### src/rtl/spi_register_bank.sv
// spi_register_bank: SPI mode-0 write-only bank of five 8-bit config registers.
// Pins are synchronized into clk; 16-bit frames commit on nCS rise if valid.
module spi_register_bank #(
    parameter int SYNC_STAGES = 2,
    parameter int MAX_ADDR    = 4
) (
    input  logic       clk,
    input  logic       rst,
    input  logic       sclk,
    input  logic       copi,
    input  logic       ncs,
    output logic [7:0] en_reg_out_7_0,
    output logic [7:0] en_reg_out_15_8,
    output logic [7:0] en_reg_pwm_7_0,
    output logic [7:0] en_reg_pwm_15_8,
    output logic [7:0] pwm_duty_cycle,
    output logic       wr_strobe,
    output logic       frame_err
);
    typedef enum logic [1:0] {IDLE, SHIFT, COMMIT} state_t;
    state_t state, state_next;
    logic [SYNC_STAGES-1:0] sclk_sync, copi_sync, ncs_sync;
    logic sclk_hist, ncs_hist;
    logic sclk_s, copi_s, ncs_s;
    logic sclk_rise, ncs_fall, ncs_rise, frame_valid;
    logic [15:0] shift_reg;
    logic [4:0] count;
    logic [7:0] regs [5];

    assign sclk_s = sclk_sync[SYNC_STAGES-1];
    assign copi_s = copi_sync[SYNC_STAGES-1];
    assign ncs_s  = ncs_sync[SYNC_STAGES-1];

    // ncs chain resets low so a frame already in progress at reset release never looks like a fall
    always_ff @(posedge clk) begin
        if (rst) begin
            sclk_sync <= '0;
            copi_sync <= '0;
            ncs_sync  <= '0;
            sclk_hist <= 1'b0;
            ncs_hist  <= 1'b0;
        end else begin
            sclk_sync <= {sclk_sync[SYNC_STAGES-2:0], sclk};
            copi_sync <= {copi_sync[SYNC_STAGES-2:0], copi};
            ncs_sync  <= {ncs_sync[SYNC_STAGES-2:0], ncs};
            sclk_hist <= sclk_s;
            ncs_hist  <= ncs_s;
        end
    end

    always_comb begin
        sclk_rise   = sclk_s & ~sclk_hist;
        ncs_fall    = ~ncs_s & ncs_hist;
        ncs_rise    = ncs_s & ~ncs_hist;
        frame_valid = (count == 5'd16) && shift_reg[15] && (shift_reg[14:8] <= 7'(MAX_ADDR));
        state_next  = (state == IDLE)  ? (ncs_fall ? SHIFT : IDLE) :
                      (state == SHIFT) ? (ncs_rise ? COMMIT : SHIFT) : IDLE;
    end

    always_ff @(posedge clk) begin
        if (rst) state <= IDLE;
        else state <= state_next;
    end

    always_ff @(posedge clk) begin
        if (rst) begin
            shift_reg <= '0;
            count     <= '0;
            wr_strobe <= 1'b0;
            frame_err <= 1'b0;
            for (int i = 0; i < 5; i++) regs[i] <= 8'h00;
        end else begin
            wr_strobe <= 1'b0;
            if (state == IDLE && ncs_fall) begin
                count     <= '0;
                frame_err <= 1'b0;
            end
            // a coincident nCS rise ends the frame, so that sclk edge is not shifted
            if (state == SHIFT && sclk_rise && !ncs_rise) begin
                shift_reg <= {shift_reg[14:0], copi_s};
                count     <= (count == 5'd17) ? count : count + 5'd1;
            end
            if (state == COMMIT) begin
                if (frame_valid) begin
                    regs[shift_reg[10:8]] <= shift_reg[7:0];
                    wr_strobe <= 1'b1;
                end else begin
                    frame_err <= 1'b1;
                end
            end
        end
    end

    assign en_reg_out_7_0  = regs[0];
    assign en_reg_out_15_8 = regs[1];
    assign en_reg_pwm_7_0  = regs[2];
    assign en_reg_pwm_15_8 = regs[3];
    assign pwm_duty_cycle  = regs[4];
endmodule
### config.mk
export PLATFORM = sky130hd
export DESIGN_NAME = spi_register_bank
export DESIGN_NICKNAME = d
export VERILOG_FILES = /design/src/rtl/spi_register_bank.sv
export SDC_FILE = /design/constraint.sdc
export NUM_CORES = 1
export LEC_CHECK = 0
export CORE_ASPECT_RATIO = 1.75
export CORE_MARGIN = 4
export CORE_UTILIZATION = 33
export CTS_CLUSTER_DIAMETER = 60
export CTS_CLUSTER_SIZE = 20
export DETAILED_ROUTE_END_ITERATION = 10
export PLACE_DENSITY_LB_ADDON = 0.12
export SLEW_MARGIN = 40
export SYNTH_ARGS = -nofsm -noshare
export SYNTH_HDL_FRONTEND = slang
export SYNTH_SLANG_ARGS = --single-unit
export TNS_END_PERCENT = 1
### constraint.sdc
create_clock -name clk -period 5.35 [get_ports clk]
set_input_delay 1.605 -clock clk [delete_from_list [all_inputs] [get_ports clk]]
set_output_delay 1.605 -clock clk [all_outputs]
set_load 0.05 [all_outputs]
==> impl_metrics.tcl, run 1 <==
set metrics [dict create \
    slew_viol_final 0 \
    cts_resized 0 \
    synthCells 229 \
    place.port_buffers 46 \
    finalCritPeriodShare_pct 63.7 \
    slowest_delay_ns 0.62 \
    drt_wl_total_um 5820 \
    clkTransAtPathRegs_ns 0.06 \
    vdd.ir_drop.worst_v 0.000191 \
    drt-pass1-iter-count 4 \
    grt_start_max_net_pins 38 \
    clock_sinks 73 \
    grt-ovfl-total 0 \
    drive_above_1_share_pct 10.9 \
    avgSynthCellArea_sq_um 12.5 \
    hpwl_um 4230 \
    slowest_stage "o21bai_1" \
    dr.first_iter.drc_count 75 \
    synth-xor-area-share_pct 0.307 \
    fin_nets 288 \
    clkLatencyLatePin_ns 0.32 \
    status "completed" \
    postCtsSetupBuffers 0 \
    vias 1835 \
    htree_levels 3 \
    finalPower_w 0.00126 \
    crit_required_ns 5.30 \
    hold_depth 1 \
    path_cells "clkdlybuf4s50_1 > nor3b_4 > nand4_4 > o21bai_1" \
    critPathCaptureType "flop" \
    fillers 812 \
    n_antenna_cell 0 \
    cts-root-buf "clkbuf_16" \
    path_delay_family "simple AND/OR/NAND/NOR gates" \
    finalCriticalPeriod_ns 3.41 \
    reg2reg_from "count[0]$_SDFFE_PP0P_" \
    cp-start-kind "primary input" \
    vias_per_cell 4.59 \
    critical_path_arrival_ns 3.36 \
    synth_top_family_by_area "simple AND/OR/NAND/NOR gates" \
    fmax_ghz 0.293 \
    rows 44 \
    hp-start "ncs_sync[0]$_SDFF_PP0_" \
    yosysSeqAreaShare_pct 65.2 \
    cts_tree "yes" \
    tightest_slew_ns 0.692 \
    finalSetupViolations 0 \
    grt_pass1_wl_um 9620 \
    grt_antenna_before_repair 0 \
    largest_register_ff_count 40 \
    regToRegEndpoint "regs[0][7]$_SDFFCE_PN0P_" \
    final.setup_skew_ns 0.00539 \
    setup.worst_path.class "in2reg" \
    yosys-top-cells-area "edfxtp_1 42%, dfxtp_1 23%, nor2_1 6.8%" \
    rsz0062_at_grt "no" \
    track_usage_pct 12.6 \
    synth-edff-count 40 \
    wire_per_inst_um 14.5 \
    syn-num-nets 237 \
    p_leak_nw 1.41 \
    area_delta_synth_final_pct 30.3 \
    gp_congestion 0.737 \
    dieWidth_um 78.3 \
    post-route-drc-count 0 \
    synth-simple-area-share_pct 21.7 \
    multi_input_area_sq_um 940 \
    hold_viol 0 \
    hp-class "reg2reg" \
    ys_ff_latch 73 \
    synthArstFlopShare_pct 0 \
    clockBufferDepth 2 \
    ys_warn_count 0 \
    synth_ff_type "edfxtp_1" \
    synth-compound-area-share_pct 3.24 \
    netlist_area_sq_um 2850 \
    synth_fa_ha_area_share_pct 1.32 \
    r2r_cells 5 \
    finalSetupTns_ns 0 \
    first_global_vias 1830 \
    synth_area_leader_cell "edfxtp_1" \
    final_antenna_net_count 0 \
    maxCapViolations 0 \
    cts_buffers 9 \
    synth_common_cells "52 x nor2_1, 40 x edfxtp_1, 33 x dfxtp_1" \
    die_h_um 131 \
    core_sq_um 8370 \
    ff2ff_setup_slack_ns 3.21 \
    synthMuxAreaShare_pct 6.31 \
    dieArea_sq_um 10300 \
    start_util_pct 34.1 \
    seq_area_sq_um 1860 \
    p_per_area_nw_per_um2 338 \
    synthDistinctLibCells 38 \
    relSlewSlack_pct 53.8 \
    yosysMostFrequentCell "nor2_1" \
    hold_path_end "ncs_sync[1]$_SDFF_PP0_" \
    path_buf_inv 1 \
    cts_hold_buffers 0 \
    crit_fanout 10 \
    yosysTopAreaCellShare_pct 42.1 \
    io_pins 47 \
]
area by class of cell:
cell class	count	share of cell area (%)
Clock buffer	9	6.06
Clock inverter	7	1.65
Inverter	3	0.303
Multi-Input combinational cell	145	25.3
Sequential cell	73	50.1
Tap cell	115	3.87
Timing Repair Buffer	48	12.8
cells by family after synthesis:
group	count (synthesis)
simple gates	111
flops	73
mux	18
compound gates	12
buf+inv	11
fa+ha+maj	3
xor+xnor	1
where the power goes:
part	internal, W	switching, W	total (W)	leakage [nW]
Combinational	0.0000242	0.0000540	0.0000781	0.583
Clock	0.000355	0.000215	0.000570	0.142
Sequential	0.000603	0.00000489	0.000608	0.680
cells in the final DEF, fill, tap and decap left out, types with 2 or more instances in the layout:
cell,instances
clkinv_1,2
nand3_2,3
nor4b_1,2
ha_1,3
buf_4,2
dfxtp_1,33
nand3_1,3
nor2_1,52
nand4_1,2
nand2b_1,3
clkinv_2,4
inv_1,2
nand2_1,12
nor3b_1,2
clkbuf_16,9
and2_1,10
o21bai_2,3
a21oi_1,3
nor2b_1,9
nor3_1,3
clkdlybuf4s50_1,46
edfxtp_1,40
mux2i_1,18
metal layers:
layer	track usage [%]	wire length [um]	vias to the layer above
met5	0	0	-
met4	6.39	152	0
met3	2.95	167	10
met2	23.5	3220	46
met1	13.1	2280	879
li1	-	-	900
how the worst max path moves through the flow:
| stage | startpoint | endpoint | depth (start not counted) |
|---|---|---|---|
| 5_1_grt | rst | regs[0][7]$_SDFFCE_PN0P_ | 4 |
| 3_3_place_gp | rst | regs[0][6]$_SDFFCE_PN0P_ | 4 |
| 4_1_cts | rst | regs[0][7]$_SDFFCE_PN0P_ | 4 |
| 3_5_place_dp | rst | regs[0][7]$_SDFFCE_PN0P_ | 4 |
| 6_report | rst | regs[0][7]$_SDFFCE_PN0P_ | 4 |
| 2_1_floorplan | rst | regs[0][0]$_SDFFCE_PN0P_ | 3 |
metrics by stage:
stage | area [sq um] | util, % | cells | worst slack, ns | hold slack, ns
after floorplan | 2850 | - | 229 | 2.34 | 0.414
after global placement | 3430 | 41.0 | 384 | 1.64 | 0.425
after detailed placement | 3430 | 41.0 | 384 | 1.59 | 0.427
after CTS | 3720 | 44.4 | 400 | 1.94 | 0.451
after global routing | 3720 | 44.4 | 400 | 1.72 | 0.458
final | 3720 | 44.4 | 400 | 1.94 | 0.439
Note: power is estimated with default switching activity, not from simulation.
==> run 2, diff against run 1 <==
Clock period 5.35 ns to 3 ns, I/O delays scaled along.
==> impl_metrics.tcl, run 2 (same netlist as run 1, synthesis figures left out) <==
set metrics [dict create \
    pwr-share-seq_pct 46.1 \
    post-route-drc-count 0 \
    setup.worst_path.class "in2reg" \
    die_h_um 131 \
    relSlewSlack_pct 59.5 \
    final.setup_skew_ns 0.00585 \
    htree_levels 3 \
    grt_antenna_before_repair 0 \
    wire_per_inst_um 14.2 \
    fin_nets 289 \
    power_frac_clock_pct 48.0 \
    slew_viol_final 0 \
    place.port_buffers 46 \
    worst_slack_ns 0.491 \
    drive_above_1_share_pct 10.5 \
    drt_wl_total_um 5680 \
    postCtsSetupBuffers 0 \
    cts_hold_buffers 0 \
    cp-start-kind "primary input" \
    n_antenna_cell 0 \
    rows 44 \
    maxCapViolations 0 \
    final_cell_mix "52 x nor2_1, 46 x clkdlybuf4s50_1, 40 x edfxtp_1" \
    finalCriticalPeriod_ns 2.51 \
    first_global_vias 1831 \
    tightest_slew_ns 0.599 \
    grt-ovfl-total 0 \
    area_delta_synth_final_pct 31.6 \
    finalPower_w 0.00235 \
    final_common_cell "nor2_1" \
    vias_per_cell 4.54 \
    gp_congestion 0.769 \
    crit_fanout 9 \
    clock_sinks 73 \
    place_ws_ns 0.116 \
    cts_resized 0 \
    hpwl_um 4130 \
    hold_viol 0 \
    hp-class "reg2reg" \
    core_sq_um 8370 \
    status "completed" \
    grt_start_max_net_pins 38 \
    rsz0062_at_grt "no" \
    vdd.ir_drop.worst_v 0.000315 \
    finalSetupViolations 0 \
    cts-root-buf "clkbuf_16" \
    clockBufferDepth 2 \
    track_usage_pct 12.4 \
    combPwrFrac_pct 6.0 \
    crit_required_ns 2.98 \
    finalCritPeriodShare_pct 83.6 \
    io_pins 47 \
    dr.first_iter.drc_count 72 \
    critPathCaptureType "flop" \
    start_util_pct 34.1 \
    netSwitchingPower_w 0.000482 \
    switching_share_pct 20.5 \
    finalSetupTns_ns 0 \
    drt-pass1-iter-count 4 \
    critical_path_arrival_ns 2.49 \
    cts_buffers 9 \
    fmax_ghz 0.399 \
    clkLatencyLatePin_ns 0.33 \
    dieWidth_um 78.3 \
    p_leak_nw 1.42 \
    p_per_area_nw_per_um2 626 \
    largest_register_ff_count 40 \
    internal_power_w 0.00187 \
    cts_tree "yes" \
    clkTransAtPathRegs_ns 0.05 \
    dieArea_sq_um 10300 \
    vias 1822 \
    final_antenna_net_count 0 \
    grt_pass1_wl_um 9370 \
]
run 2: cell count changes in the layout (fill, tap and decap cells not counted):
cell	delta
clkinv_1	-1
bufinv_16	+1
clkbuf_8	+1
clkinv_2	-3
clkinvlp_4	-1
clkbuf_1	+3
buf_4	+1
run 2: worst max-delay path: stages:
cell,delay (ns)
clkdlybuf4s50_1,0.46
nor3b_4,0.42
nand3_2,0.28
o21bai_2,0.43
run 2: power groups by stage:
stage	clock [W]	combinational, W	sequential, W
floorplan	0	0.0000243	0.00117
global placement	0	0.000141	0.00110
detailed placement	0	0.000142	0.00110
CTS	0.00115	0.000142	0.00108
global route	0.00119	0.000147	0.00109
finish	0.00113	0.000140	0.00108
run 2: final timing paths:
kind                      startpoint                       end  slack, ns  cells after the start
max                              rst  regs[3][4]$_SDFFCE_PN0P_       0.49                      4
min          copi_sync[0]$_SDFF_PP0_   copi_sync[1]$_SDFF_PP0_       0.44                      1
max reg2reg    count[2]$_SDFFE_PP0P_  regs[3][4]$_SDFFCE_PN0P_       0.89                      4
min reg2reg  copi_sync[0]$_SDFF_PP0_   copi_sync[1]$_SDFF_PP0_       0.44                      1
run 2: through the flow:
step                instance area (sq um)  hold WS [ns]  utilization (%)  instances
global route                         3750         0.469             44.9        401
finish                               3750         0.438             44.9        401
detailed placement                   3440         0.429             41.1        385
floorplan                            2850         0.414                -        229
CTS                                  3750         0.444             44.9        401
global placement                     3440         0.422             41.1        385
run 2: final cells by class:
type                            instances  area, sq um
Fill cell                             828         4610
Sequential cell                        73         1860
Multi-Input combinational cell        145          940
Timing Repair Buffer                   49          483
Clock buffer                           13          250
Tap cell                              115          144
Clock inverter                          3         65.1
Inverter                                3         11.3
run 2: routing by layer:
| metal | GRT usage, % | vias up | routed length (um) |
|---|---|---|---|
| met2 | 22.4 | 52 | 3100 |
| li1 | - | 895 | - |
| met1 | 12.7 | 865 | 2190 |
| met3 | 3.64 | 10 | 276 |
| met4 | 7.31 | 0 | 113 |
| met5 | 0 | - | 0 |
==> run 3, diff against run 2 <==
Clock period 3 ns to 2.2 ns, I/O delays scaled along.
==> impl_metrics.tcl, run 3 (same netlist as run 1, synthesis figures left out) <==
set metrics [dict create \
    rsz0062_at_grt "no" \
    critPathLaunch "regs[0][2]$_SDFFCE_PN0P_" \
    place_inst 393 \
    multi_input_area_sq_um 940 \
    area_delta_synth_final_pct 31.7 \
    drive_above_1_share_pct 17.3 \
    finalCritPeriodShare_pct 96.5 \
    crit_fanout 1 \
    vdd.ir_drop.worst_v 0.000355 \
    start_util_pct 34.1 \
    drt_wl_total_um 5700 \
    crit_required_ns 1.54 \
    p_per_area_nw_per_um2 818 \
    hold_viol 0 \
    slowest_stage "clkdlybuf4s50_1" \
    core_sq_um 8370 \
    fin_util_pct 44.9 \
    cts_buffers 9 \
    netSwitchingPower_w 0.000680 \
    clockBufferDepth 2 \
    regToRegEndpoint "regs[3][4]$_SDFFCE_PN0P_" \
    fmax_ghz 0.471 \
    hp-start "sclk_sync[0]$_SDFF_PP0_" \
    first_global_vias 1829 \
    post-route-drc-count 0 \
    combPwrFrac_pct 6.1 \
    critPathCaptureType "output port" \
    finalSetupViolations 0 \
    final_common_cell "nor2_1" \
    finalCriticalPeriod_ns 2.12 \
    fillers 815 \
    drt-pass1-iter-count 4 \
    hold_path_end "sclk_sync[1]$_SDFF_PP0_" \
    tightest_slew_ns 0.643 \
    setup.worst_path.class "reg2out" \
    path_delay_family "buffers and inverters" \
    relSlewSlack_pct 56.5 \
    grt-ovfl-total 0 \
    clkLatencyLatePin_ns 0.33 \
    grt_antenna_before_repair 0 \
    cts-root-buf "clkbuf_16" \
    grt_start_max_net_pins 38 \
    seq_area_sq_um 1860 \
    path_depth 1 \
    wire_per_inst_um 13.9 \
    place_ws_ns -0.159 \
    vias 1823 \
    largest_register_ff_count 40 \
    n_antenna_cell 0 \
    grt_pass1_wl_um 9230 \
    cts_tree "yes" \
    switching_share_pct 22.1 \
    cts_hold_buffers 0 \
    clock_sinks 73 \
    io_pins 47 \
    fin_nets 297 \
    track_usage_pct 12.2 \
    power_frac_clock_pct 45.8 \
    slew_viol_final 0 \
    slowest_delay_ns 0.80 \
    reg2reg_from "shift_reg[14]$_SDFFE_PP0P_" \
    internal_power_w 0.00239 \
    vias_per_cell 4.46 \
    pwr-share-seq_pct 48.1 \
    hp-class "reg2reg" \
    final_antenna_net_count 0 \
    final.setup_skew_ns 0.00399 \
    path_cells "clkdlybuf4s50_1" \
    gp_congestion 0.754 \
    path_buf_inv 1 \
    rows 44 \
    holdWs_ns 0.441 \
    cp-start-kind "flop" \
    dieWidth_um 78.3 \
    p_leak_nw 1.46 \
    hold_depth 1 \
    dieArea_sq_um 10300 \
    die_h_um 131 \
    final_cells 409 \
    dr.first_iter.drc_count 118 \
    status "completed" \
    htree_levels 3 \
    final_cell_mix "52 x nor2_1, 40 x edfxtp_1, 34 x clkdlybuf4s50_1" \
    ff2ff_setup_slack_ns 0.27 \
    clkTransAtPathRegs_ns 0.06 \
    postCtsSetupBuffers 0 \
    worst_slack_ns 0.0768 \
    r2r_cells 4 \
    maxCapViolations 0 \
    critical_path_arrival_ns 1.46 \
    place.port_buffers 46 \
    hpwl_um 4110 \
    cts_resized 0 \
]
-- run 3: cell types whose count changed in the layout (fill, tap and decap cells not counted), sizes merged --
cell           before  now
clkinvlp            0    2
clkdlybuf4s50      46   34
clkinv              2    4
bufinv              2    1
clkbuf             13   10
buf                 3   23
-- run 3: per-stage QoR --
| stage | TNS (ns) | power, W | area, sq um |
|---|---|---|---|
| global route | 0 | 0.00317 | 3760 |
| CTS | 0 | 0.00310 | 3760 |
| floorplan | 0 | 0.00163 | 2850 |
| finish | 0 | 0.00307 | 3760 |
| detailed placement | -4.49 | 0.00170 | 3470 |
| global placement | -3.90 | 0.00170 | 3470 |
-- run 3: routing by layer --
| metal | vias to the layer above | share of wire, % | track usage [%] |
|---|---|---|---|
| met2 | 46 | 55 | 22.1 |
| met4 | 0 | 2.0 | 5.87 |
| li1 | 915 | - | - |
| met1 | 853 | 38 | 12.5 |
| met3 | 9 | 4.6 | 3.98 |
| met5 | - | 0 | 0 |
-- run 3: how the worst max path moves through the flow --
stage                               end  slack [ns]
6_report              en_reg_out_7_0[2]        0.08
5_1_grt               pwm_duty_cycle[6]       0.004
4_1_cts               pwm_duty_cycle[6]        0.05
3_5_place_dp   regs[3][1]$_SDFFCE_PN0P_       -0.16
3_3_place_gp   regs[3][0]$_SDFFCE_PN0P_       -0.13
2_1_floorplan  regs[0][0]$_SDFFCE_PN0P_        0.14
-- run 3: area by class of cell --
cell class	count	area share [%]
flip-flops and latches	73	49.6
multi-input cells	145	25.0
repair buffers	57	13.7
clock buffers	10	6.09
well taps	115	3.83
clock inverters	6	1.57
inverters	3	0.300
-- run 3: power by group through the flow --
stage          registers, W  logic (W)  clock network (W)
6_report            0.00148   0.000189            0.00141
5_1_grt             0.00148   0.000197            0.00149
4_1_cts             0.00148   0.000191            0.00143
2_1_floorplan       0.00160  0.0000332                  0
3_5_place_dp        0.00151   0.000191                  0
3_3_place_gp        0.00151   0.000190                  0
